<file path="config.mk">
export PLATFORM = sky130hd
export DESIGN_NAME = fifo_stream_packer
export DESIGN_NICKNAME = d
export VERILOG_FILES = /design/src/rtl/fifo_stream_packer.sv
export SDC_FILE = /design/constraint.sdc
export NUM_CORES = 1
export LEC_CHECK = 0
export ABC_AREA = 1
export BUFFER_PORTS_ARGS = -buffer_cell sky130_fd_sc_hd__clkbuf_2
export CAP_MARGIN = 15
export CORE_ASPECT_RATIO = 0.6
export CORE_MARGIN = 2
export CORE_UTILIZATION = 55
export CTS_CLUSTER_DIAMETER = 40
export DETAILED_ROUTE_END_ITERATION = 7
export HOLD_SLACK_MARGIN = 0.15
export PLACE_DENSITY = 0.89
export SLEW_MARGIN = 40
export SYNTH_ARGS = -nofsm -noshare
export SYNTH_HDL_FRONTEND = slang
export SYNTH_SLANG_ARGS = --single-unit
</file>
<file path="constraint.sdc">
create_clock -name clk_i -period 3 [get_ports clk_i]
set_input_delay 0.6 -clock clk_i [delete_from_list [all_inputs] [get_ports clk_i]]
set_output_delay 0.6 -clock clk_i [all_outputs]
set_load 0.005 [all_outputs]
</file>
<file path="src/rtl/fifo_stream_packer.sv">
// rtl/fifo_stream_packer.sv - packs RATIO narrow FIFO words into one wide valid/ready word
// Drains a fifo_v3-style read port; flush_i emits a zero-padded partial word with lane strobes.
module fifo_stream_packer #(
  parameter int DATA_WIDTH = 8,
  parameter int RATIO      = 4,
  parameter int OUT_WIDTH  = DATA_WIDTH * RATIO
) (
  input  logic                  clk_i,
  input  logic                  rst_i,
  input  logic                  flush_i,
  input  logic                  empty_i,
  input  logic [DATA_WIDTH-1:0] data_i,
  output logic                  pop_o,
  output logic                  valid_o,
  input  logic                  ready_i,
  output logic [OUT_WIDTH-1:0]  data_o,
  output logic [RATIO-1:0]      strb_o,
  output logic                  busy_o
);

  localparam int CW  = $clog2(RATIO);
  localparam int CW1 = CW + 1;
  localparam logic [CW-1:0] LAST_LANE = CW'(RATIO - 1);

  logic [OUT_WIDTH-1:0] acc_q, acc_d, acc_fill;
  logic [CW-1:0]        lane_cnt_q, lane_cnt_d;
  logic                 flush_pend_q, flush_pend_d;
  logic [OUT_WIDTH-1:0] data_q, data_d;
  logic [RATIO-1:0]     strb_q, strb_d, strb_flush;
  logic                 valid_q, valid_d;

  logic                 out_free, last_lane, pop, complete, pend_eff, flush_fire;
  logic [CW:0]          fill_cnt;

  assign out_free  = ~valid_q | ready_i;
  assign last_lane = (lane_cnt_q == LAST_LANE);
  // Only the word-completing pop waits for the output register; lower lanes keep filling.
  assign pop       = ~rst_i & ~empty_i & ~(last_lane & ~out_free);
  assign complete  = pop & last_lane;
  assign pend_eff  = flush_pend_q | (flush_i & ((lane_cnt_q != '0) | pop));
  assign flush_fire = pend_eff & out_free & ~complete;
  assign fill_cnt  = {1'b0, lane_cnt_q} + {{CW{1'b0}}, pop};

  always_comb begin
    acc_fill   = acc_q;
    strb_flush = '0;
    for (int k = 0; k < RATIO; k++) begin
      if (pop && (lane_cnt_q == CW'(k))) begin
        acc_fill[k*DATA_WIDTH +: DATA_WIDTH] = data_i;
      end
      strb_flush[k] = (CW1'(k) < fill_cnt);
    end
  end

  always_comb begin
    acc_d        = acc_fill;
    lane_cnt_d   = pop ? lane_cnt_q + CW'(1) : lane_cnt_q;
    flush_pend_d = pend_eff;
    data_d       = data_q;
    strb_d       = strb_q;
    valid_d      = valid_q & ~ready_i;
    if (complete) begin
      data_d       = acc_fill;
      strb_d       = '1;
      valid_d      = 1'b1;
      acc_d        = '0;
      lane_cnt_d   = '0;
      flush_pend_d = 1'b0;
    end else if (flush_fire) begin
      // Accumulator lanes above the fill point are already zero, so padding is free.
      data_d       = acc_fill;
      strb_d       = strb_flush;
      valid_d      = 1'b1;
      acc_d        = '0;
      lane_cnt_d   = '0;
      flush_pend_d = 1'b0;
    end
  end

  always_ff @(posedge clk_i or posedge rst_i) begin
    if (rst_i) begin
      acc_q        <= '0;
      lane_cnt_q   <= '0;
      flush_pend_q <= 1'b0;
      data_q       <= '0;
      strb_q       <= '0;
      valid_q      <= 1'b0;
    end else begin
      acc_q        <= acc_d;
      lane_cnt_q   <= lane_cnt_d;
      flush_pend_q <= flush_pend_d;
      data_q       <= data_d;
      strb_q       <= strb_d;
      valid_q      <= valid_d;
    end
  end

  assign pop_o   = pop;
  assign valid_o = valid_q;
  assign data_o  = data_q;
  assign strb_o  = strb_q;
  assign busy_o  = (lane_cnt_q != '0);

endmodule

</file>
==> results of run 1 <==
worst max-delay path: cells and delay by family (launching register included):
kind                     cells  cell delay, ns
AND/OR/NAND/NOR              6            0.76
buffers and inverters        2            0.61
flip-flops                   1            0.43
adder cells (fa/ha/maj)      1            0.26
AO/OA/AOI/OAI                1            0.12
power breakdown:
part	internal, uW	switching, uW	leakage [uW]
sequential	1190	111	0.000985
combinational	336	611	0.00102
clock	321	353	0.0000930
cell usage after synthesis:
cell type / number / area share
buf_2: 10 / 0.016
clkbuf_2: 1 / 0.0016
clkbuf_1: 3 / 0.0036
nor2_1: 10 / 0.012
ha_1: 7 / 0.028
inv_1: 26 / 0.031
nand4_1: 2 / 0.0040
nand3_1: 40 / 0.063
o21ai_0: 29 / 0.046
and3_1: 24 / 0.047
dfrtp_1: 72 / 0.57
o21ai_1: 4 / 0.0063
buf_1: 2 / 0.0024
buf_4: 2 / 0.0047
buf_6: 4 / 0.014
or2_0: 1 / 0.0020
nand2_1: 114 / 0.14
inv_4: 1 / 0.0020
nand2_2: 6 / 0.012
registers in the layout (all words and copies together), names as in the netlist:
name	flops
lane_cnt_q	2
data_o	32
strb_o	4
acc_q	32
flush_pend_q	1
valid_o	1
per-layer routing:
| layer | vias up | part of all wire |
|---|---|---|
| li1 | 1226 | - |
| met1 | 1190 | 0.45 |
| met2 | 84 | 0.46 |
| met3 | 4 | 0.085 |
| met4 | 0 | 0.0040 |
| met5 | - | 0 |
worst min-delay path by stage:
stage | endpoint | startpoint | depth (start not counted) | slack [ns]
6_report | lane_cnt_q[1] | rst_i | 2 | 0.31
5_1_grt | strb_o[2] | rst_i | 2 | 0.37
4_1_cts | valid_o | rst_i | 2 | 0.33
3_5_place_dp | strb_o[2] | strb_o[2] | 2 | 0.47
3_3_place_gp | acc_q[31] | acc_q[31] | 2 | 0.47
2_1_floorplan | acc_q[31] | acc_q[31] | 2 | 0.46
cells by family after synthesis:
logic type | after synthesis
buffers and inverters | 49
and+or+nand+nor | 197
adders and majority gates | 7
DFF | 72
AOI/OAI and AO/OA | 33
layout make-up:
cell class | count | share of cell area
flip-flops and latches | 72 | 0.500
multi-input cells | 237 | 0.312
repair buffers | 55 | 0.0827
clock buffers | 11 | 0.0392
inverters | 27 | 0.0288
well taps | 80 | 0.0278
clock inverters | 5 | 0.00903
through the flow:
stage | utilization | cell area [um^2] | setup WS, ns | std cells | total power [uW]
2_1_floorplan | - | 3160 | 0.575 | 358 | 2000
3_3_place_gp | 0.615 | 3430 | 0.807 | 471 | 2220
3_5_place_dp | 0.615 | 3430 | 0.745 | 471 | 2260
4_1_cts | 0.647 | 3600 | 0.760 | 487 | 2940
5_1_grt | 0.647 | 3600 | 0.510 | 487 | 3150
6_report | 0.647 | 3600 | 0.734 | 487 | 2920
layout by cell type (no fill, tap or decap):
cell        n
nand2_1   114
dfrtp_1    72
clkbuf_2   51
nand3_1    40
o21ai_0    29
inv_1      25
and3_1     24
nor2_1     10
clkbuf_8   10
ha_1        7
nand2_2     6
o21ai_1     4
clkinv_2    3
buf_4       3
nand4_1     2
clkinv_4    2
inv_4       1
inv_2       1
or2_0       1
clkbuf_1    1
buf_12      1
==> key figures, run 1 <==
Detailed routing
  • Final ANT Viol Nets: 0
  • Vias: ~2.5k
  • Vias per cell: approximately 5.1
  • Remaining routing DRC violations: 0
  • Routed length per instance: approximately 14 um
  • Initial DRC count: 256
  • Routed WL: 6830 um
  • Drt pass-1 iters: 4

Floorplan
  • I/O pin count: 52
  • Die area: 6400 um^2
  • Die Wd: about 100 um
  • Core region area: 5570 um^2
  • Initial Util: 0.568
  • Rows: 21
  • Die Ht: 62.8 um

Worst setup path
  • Critical-path top delay cell: buf_4
  • Crit path capture type: flop
  • WP data required: around 3.3 ns
  • Worst r2r src: lane_cnt_q[0]
  • CP most frequent cell: nand2_1
  • End of the worst register-to-register path: data_o[30]
  • CP max FO: 65
  • Worst-path cell chain: ha_1 -> nand3_1 -> nand2_2 -> inv_4 -> nand2_2 -> buf_4 -> nand2_1 -> o21ai_0 -> nand2_1 -> nand2_1
  • Worst reg-to-reg path cell count: 10
  • WS Path Type: reg -> reg
  • R2r setup slk: 0.73 ns
  • Startpoint Class: flop
  • Crit. Startpoint: lane_cnt_q[0]
  • Crit path to: data_o[30]
  • Crit path DAT: around 2.6 ns
  • Max incr delay on CP: 0.53 ns

Timing
  • Final setup viols: 0
  • Clock skew: 0.00870 ns
  • Final slew viol count: 0
  • Final hold violations: 0
  • Worst rel slew slack: 0.593
  • Fmax: 441 MHz
  • Period utilization: 0.755
  • RSZ-0062 raised after global routing: false
  • Minimum clock period: about 2.3 ns
  • Worst-margin pin slew: 0.609 ns
  • Fin Hold WS: 0.315 ns
  • Fin Setup TNS: 0 ns

Yosys
  • Seq/Total Area, Yosys: 0.569
  • Syn. warnings: 0
  • Xor and xnor area share after synthesis: 0
  • Synth Cell Area: 3160 um^2
  • Post-Syn Nets: 378
  • Synth Register Bits: 72
  • Cell count after synthesis: around 360
  • Mux cell area share after synthesis: 0
  • Library cells used by synthesis: 19
  • Compound-Gate Fraction of Synth Area: 0.0522
  • Largest family of logic cells by synthesized area: simple AND/OR/NAND/NOR gates
  • Post-synthesis adder-cell area fraction: 0.0277
  • Syn Area/Cell: 8.84 um^2
  • Post-Synth Simple-Gate Area: 0.276

Clock tree
  • Clk root buf: clkbuf_8
  • Post-CTS Setup Bufs: 0
  • Clk slew on worst S/H paths: 0.08 ns
  • Clk_lat worst skew: 0.35 ns
  • # resized after CTS: 0
  • CTS tree: done
  • H-tree lvl count: 3
  • Cts bufs inserted: 9
  • Worst-case clock buffer depth: 2
  • Sink Count: 72
  • Hold-fix buffers, CTS: 0

Place
  • Global placer's final weighted congestion: 0.820
  • Final HPWL from detailed placement: about 4300 um
  • Buffers on Ports: 51

Global routing
  • Met2 track demand over resource: 0.331
  • GRT Residual Overflow: 0
  • Vias in the first global route: 2322
  • GRT busiest layer: met1
  • Met1 global-route usage: 0.335
  • Met3 usage: 0.0850
  • Initial antenna violation count: 0
  • First-pass GRT wire length: roughly 11000 um
  • Largest net degree at the start of global routing: 68
  • GRT Util Overall: 0.231

Final layout
  • Footprint of the multi-input gates: 1120 um^2
  • Layout overhead on the synthesized area: 13.8%
  • Fill cells: 456
  • Layout cell share with drive strength beyond 1: 0.192
  • Layout Nets: between 400 and 500
  • Diode count: 0
  • Reg area: 1800 um^2

Power and ir drop
  • Worst VDD drop: 0.000326 V
  • PwrDens: 812 nW/um^2
  • Lkg Pwr: roughly 0.0021 uW

Flow run
  • Max_cap viols: 0

Worst hold path
  • Worst hold-check path type: in -> async

Outcome
  • Status: completed
Power figures use the tool's default switching activity.
==> inputs of run 2 (changes only) <==
--- a/config.mk
+++ b/config.mk
@@ -10,11 +10,11 @@
 export CAP_MARGIN = 15
 export CORE_ASPECT_RATIO = 0.6
 export CORE_MARGIN = 2
-export CORE_UTILIZATION = 55
+export CORE_UTILIZATION = 50
 export CTS_CLUSTER_DIAMETER = 40
 export DETAILED_ROUTE_END_ITERATION = 7
 export HOLD_SLACK_MARGIN = 0.15
-export PLACE_DENSITY = 0.89
+export PLACE_DENSITY = 0.86
 export SLEW_MARGIN = 40
 export SYNTH_ARGS = -nofsm -noshare
 export SYNTH_HDL_FRONTEND = slang
==> constraint.sdc (replaced) <==
create_clock -name clk_i -period 1.9 [get_ports clk_i]
set_input_delay 0.38 -clock clk_i [delete_from_list [all_inputs] [get_ports clk_i]]
set_output_delay 0.38 -clock clk_i [all_outputs]
set_load 0.005 [all_outputs]
==> run 2 against run 1 <==
- maximum frequency grew 24%
- largest cell class unchanged
- non-clock buffer count up 10
- critical path depth increased by 2
==> key figures, run 2 (synthesized netlist as in run 1, its figures left out) <==
Floorplan
  • I/O pin count: 52
  • Die Wd: 107 um
  • Die area: 7000 um^2
  • Initial Util: 0.518
  • Die Ht: 65.6 um
  • Rows: 22
  • Core region area: 6110 um^2

Final layout
  • Layout cell share with drive strength beyond 1: 0.216
  • Layout Nets: 432
  • Most common cell after layout, fill and taps aside: nand2_1
  • Commonest cells after routing, fill and taps aside: nand2_1 (114), dfrtp_1 (72), clkbuf_2 (51), nand3_1 (40)
  • Non-filler cells, final: approximately 500
  • Diode count: 0
  • Layout overhead on the synthesized area: 20.0%

Detailed routing
  • Vias: 2549
  • Routed wl met3: 438 um
  • Routed WL: 7100 um
  • M1 WL: around 3300 um
  • Met2 WL: 3280 um
  • Highest routed layer: met4
  • Vias per cell: 5.09
  • Drt pass-1 iters: 4
  • Routed length per instance: approximately 14 um
  • Final ANT Viol Nets: 0
  • Remaining routing DRC violations: 0
  • Initial DRC count: 223

Clock tree
  • Sink Count: 72
  • Clk_lat worst skew: 0.36 ns
  • Clk slew on worst S/H paths: 0.07 ns
  • Clk root buf: clkbuf_8
  • Worst-case clock buffer depth: 2
  • H-tree lvl count: 3
  • CTS tree: done
  • Cts bufs inserted: 9

Power and ir drop
  • PwrDens: 1300 nW/um^2
  • Worst VDD drop: approximately 0.00074 V
  • Lkg Pwr: 0.00219 uW

Timing
  • Fin Hold WS: 0.366 ns
  • Worst-margin pin slew: 0.416 ns
  • RSZ-0062 raised after global routing: true
  • Clock skew: between 0.01 and 0.015 ns
  • Final slew viol count: 0
  • Minimum clock period: 1.83 ns
  • Fmax: around 550 MHz
  • Final hold violations: 0
  • Final setup viols: 0
  • Fin Setup TNS: 0 ns
  • Setup ws final: 0.0722 ns
  • Period utilization: 0.962
  • Worst rel slew slack: 0.722

Global routing
  • GRT Util Overall: 0.231
  • Vias in the first global route: ~2.5k
  • First-pass GRT wire length: 12100 um
  • GRT Residual Overflow: 0
  • Initial antenna violation count: 0
  • Largest net degree at the start of global routing: 61

Place
  • Buffers on Ports: 51
  • Final HPWL from detailed placement: 4670 um
  • Placed cell count: 481
  • Setup WS pre-CTS: -0.0454 ns
  • Global placer's final weighted congestion: 0.810

Worst setup path
  • Max incr delay on CP: 0.41 ns
  • Critical-path top delay cell: dfrtp_1
  • CP max FO: 5
  • WS Path Type: reg -> reg
  • Worst-path cell chain: ha_4 -> nand3_1 -> nand2_2 -> inv_4 -> ha_2 -> inv_1 -> ha_1 -> inv_1 -> nor2_1 -> o21ai_1 -> nand2_1 -> nand2_1
  • Crit path DAT: 2.08 ns
  • WP data required: approximately 2.2 ns
  • Startpoint Class: flop
  • Crit path capture type: flop

Outcome
  • Status: completed

Worst hold path
  • Worst hold-check path type: in -> reg

Flow run
  • Max_cap viols: 0
## run 2: changes by cell type in the layout (fill, tap and decap cells not counted), moves of 2 or more
cell,before,now
inv_6,0,2
ha_1,7,5
buf_12,1,3
o21ai_0,29,25
buf_4,3,5
clkinv_2,3,1
buf_6,0,4
o21ai_1,4,8
## run 2: cell type report
type / instances / area [um^2]
Multi-Input combinational cell: 237 / 1140
Tap cell: 84 / 105
Clock inverter: 7 / 78.8
Sequential cell: 72 / 1800
Fill cell: 517 / 2310
Inverter: 27 / 108
Clock buffer: 9 / 124
Timing Repair Buffer: 65 / 435
## run 2: worst max-delay path: cells and delay by family (launching register included)
kind / cells / cell delay (ns)
flip-flops: 1 / 0.41
AND/OR/NAND/NOR: 5 / 0.38
AO/OA/AOI/OAI: 1 / 0.07
adder cells (fa/ha/maj): 3 / 0.66
buffers and inverters: 3 / 0.19
## run 2: timing repair
| item | CTS | global route |
|---|---|---|
| pin swaps | 0 | 0 |
| endpoints found under the hold margin | 14 | 0 |
| setup endpoints to repair | 3 | 43 |
| hold buffers | 1 | 0 |
| setup buffers | 3 | 0 |
| resized for setup | 0 | 13 |
## run 2: final timing paths
path                              endpoint  slack [ns]  cells past startpoint          start
worst max register to register   strb_o[2]        0.07                     12  lane_cnt_q[0]
min in group asynchronous        strb_o[3]        0.60                      3          rst_i
max in group asynchronous       data_o[26]        0.82                      4          rst_i
worst max-delay path             strb_o[2]        0.07                     12  lane_cnt_q[0]
worst min-delay path               valid_o        0.37                      4        ready_i
worst min register to register   strb_o[2]        0.50                      2      strb_o[2]
## run 2: per-stage QoR
stage | area, um^2 | total power (uW) | util
final | 3800 | 4930 | 0.621
after CTS | 3750 | 4900 | 0.614
after global placement | 3510 | 3570 | 0.574
after detailed placement | 3510 | 3640 | 0.574
after floorplan | 3170 | 3160 | -
after global routing | 3800 | 5300 | 0.621
## run 2: power breakdown
| part | internal [uW] | switching, uW | leakage (uW) | total [uW] |
|---|---|---|---|---|
| Sequential | 1880 | 167 | 0.000985 | 2050 |
| Combinational | 631 | 1010 | 0.00110 | 1650 |
| Clock | 619 | 611 | 0.000104 | 1230 |
## run 2: layer usage
metal,vias up,global-route usage
met3,12,0.0823
li1,1256,-
met5,-,0
met4,0,0.0714
met2,78,0.342
met1,1203,0.321
==> inputs of run 3 (changes only) <==
--- a/config.mk
+++ b/config.mk
@@ -8,13 +8,13 @@
 export ABC_AREA = 1
 export BUFFER_PORTS_ARGS = -buffer_cell sky130_fd_sc_hd__clkbuf_2
 export CAP_MARGIN = 15
-export CORE_ASPECT_RATIO = 0.6
+export CORE_ASPECT_RATIO = 0.8
 export CORE_MARGIN = 2
-export CORE_UTILIZATION = 50
+export CORE_UTILIZATION = 55
 export CTS_CLUSTER_DIAMETER = 40
 export DETAILED_ROUTE_END_ITERATION = 7
 export HOLD_SLACK_MARGIN = 0.15
-export PLACE_DENSITY = 0.86
+export PLACE_DENSITY = 0.89
 export SLEW_MARGIN = 40
 export SYNTH_ARGS = -nofsm -noshare
 export SYNTH_HDL_FRONTEND = slang
==> constraint.sdc (replaced) <==
create_clock -name clk_i -period 2.2 [get_ports clk_i]
set_input_delay 0.44 -clock clk_i [delete_from_list [all_inputs] [get_ports clk_i]]
set_output_delay 0.44 -clock clk_i [all_outputs]
set_load 0.005 [all_outputs]
==> run 3 against run 2 <==
- global-route usage is 2.1 points higher
- worst hold slack worse by 0.20 ns
- first-iteration DRC count decreased by 12%
- critical path depth is 1 lower
- utilization up 5.1 points
- largest cell class unchanged
- highest routed layer unchanged
==> key figures, run 3 (synthesized netlist as in run 1, its figures left out) <==
Clock tree
  • Worst-case clock buffer depth: 2
  • Sink Count: 72
  • Cts bufs inserted: 9
  • Hold-fix buffers, CTS: 0
  • H-tree lvl count: 3
  • Clk_lat worst skew: ~0.35 ns
  • # resized after CTS: 0
  • CTS tree: done
  • Clk root buf: clkbuf_8
  • Post-CTS Setup Bufs: 0
  • Clk slew on worst S/H paths: 0.07 ns

Detailed routing
  • Initial DRC count: 197
  • Remaining routing DRC violations: 0
  • Vias per cell: 5.32
  • Routed WL: roughly 7000 um
  • Vias: 2600
  • Final ANT Viol Nets: 0
  • Routed length per instance: 14.6 um
  • Drt pass-1 iters: 4

Worst setup path
  • Worst r2r src: lane_cnt_q[1]
  • Crit path capture type: flop
  • WP data required: roughly 2.4 ns
  • End of the worst register-to-register path: data_o[23]
  • Crit. Startpoint: lane_cnt_q[1]
  • Crit path DAT: 2.22 ns
  • R2r setup slk: 0.21 ns
  • Startpoint Class: flop
  • Crit path to: data_o[23]
  • Worst reg-to-reg path cell count: 11
  • WS Path Type: reg -> reg
  • CP max FO: 27

Timing
  • Worst-margin pin slew: 0.609 ns
  • Period utilization: 0.904
  • Fin Setup TNS: 0 ns
  • Worst rel slew slack: 0.593
  • Final slew viol count: 0
  • Final hold violations: 0
  • Final setup viols: 0
  • Minimum clock period: 1.99 ns
  • Fmax: 503 MHz
  • RSZ-0062 raised after global routing: false
  • Clock skew: 0.00980 ns

Floorplan
  • Die area: between 6000 and 7000 um^2
  • Rows: 24
  • Die Ht: 71.8 um
  • I/O pin count: 52
  • Core region area: approximately 5500 um^2
  • Die Wd: about 89 um
  • Initial Util: 0.576

Place
  • Final HPWL from detailed placement: 4650 um
  • Global placer's final weighted congestion: 0.877
  • Area after DPL: around 3500 um^2
  • Buffers on Ports: 51

Final layout
  • Diode count: 0
  • Layout Nets: between 400 and 500
  • Commonest cells after routing, fill and taps aside: nand2_1 (114), dfrtp_1 (72), clkbuf_2 (51), nand3_1 (40), o21ai_0 (29)
  • Util after Layout: 0.672
  • Most common cell after layout, fill and taps aside: nand2_1
  • Fin area: around 3700 um^2
  • Layout cell share with drive strength beyond 1: 0.200
  • Layout overhead on the synthesized area: 16.7%

Global routing
  • Vias in the first global route: 2500
  • GRT Util Overall: 0.251
  • Largest net degree at the start of global routing: 59
  • Initial antenna violation count: 0
  • GRT Residual Overflow: 0
  • First-pass GRT wire length: 12000 um

Outcome
  • Status: completed

Power and ir drop
  • Worst VDD drop: 0.000529 V
  • Lkg Pwr: between 0.002 and 0.0025 uW
  • PwrDens: 1150 nW/um^2

Flow run
  • Max_cap viols: 0

Worst hold path
  • Worst hold-check path type: in -> async
## run 3: cell types whose count changed in the layout (fill, tap and decap cells not counted), moves of 2 or more
cell / change
buf_6: -3
inv_6: -2
o21ai_0: +4
clkbuf_8: +4
clkinv_4: -3
o21ai_1: -4
ha_1: +2
## run 3: area by class of cell
cell class / count / area (um^2)
clock inverters: 2 / 35.0
well taps: 78 / 97.6
inverters: 27 / 108
flip-flops and latches: 72 / 1800
multi-input cells: 237 / 1120
fillers: 437 / 1800
repair buffers: 59 / 344
clock buffers: 14 / 183
## run 3: worst min path at each step
stage	startpoint	end	slack, ns	depth (start not counted)
after CTS	rst_i	strb_o[3]	0.18	2
after global routing	rst_i	strb_o[3]	0.21	2
final	rst_i	strb_o[3]	0.16	2
after detailed placement	acc_q[26]	acc_q[26]	0.49	2
after global placement	strb_o[2]	strb_o[2]	0.46	2
after floorplan	acc_q[31]	acc_q[31]	0.46	2
## run 3: power breakdown
group / switching (uW) / internal (uW) / leakage (uW)
sequential: 159 / 1630 / 0.000985
combinational: 847 / 500 / 0.00104
clock: 463 / 646 / 0.000113
total: 1470 / 2770 / 0.00214
## run 3: per-stage QoR
step / worst slack, ns / total power [uW] / instances / hold WS, ns
4_1_cts: 0.188 / 4250 / 489 / 0.183
3_5_place_dp: 0.213 / 3130 / 473 / 0.485
6_report: 0.210 / 4240 / 489 / 0.161
3_3_place_gp: 0.357 / 3070 / 473 / 0.463
2_1_floorplan: 0.447 / 2730 / 358 / 0.460
5_1_grt: 0.00523 / 4540 / 489 / 0.211
## run 3: metal layers
| layer | vias to the layer above | wire length, um | global-route usage |
|---|---|---|---|
| li1 | 1234 | - | - |
| met1 | 1267 | 3020 | 0.336 |
| met2 | 84 | 3470 | 0.391 |
| met3 | 15 | 475 | 0.0795 |
| met4 | 0 | 163 | 0.0842 |
| met5 | - | 0 | 0 |
## run 3: critical path: stages, from the launching register on
cell and delay (ns):
dfrtp_1 0.44, ha_1 0.24, nand3_1 0.12, nand2_2 0.13, nand2_1 0.07, nand2_1 0.07
nand2_1 0.08, nand2_2 0.23, nand2_1 0.14, buf_6 0.20, nand2_1 0.08, nand2_1 0.05
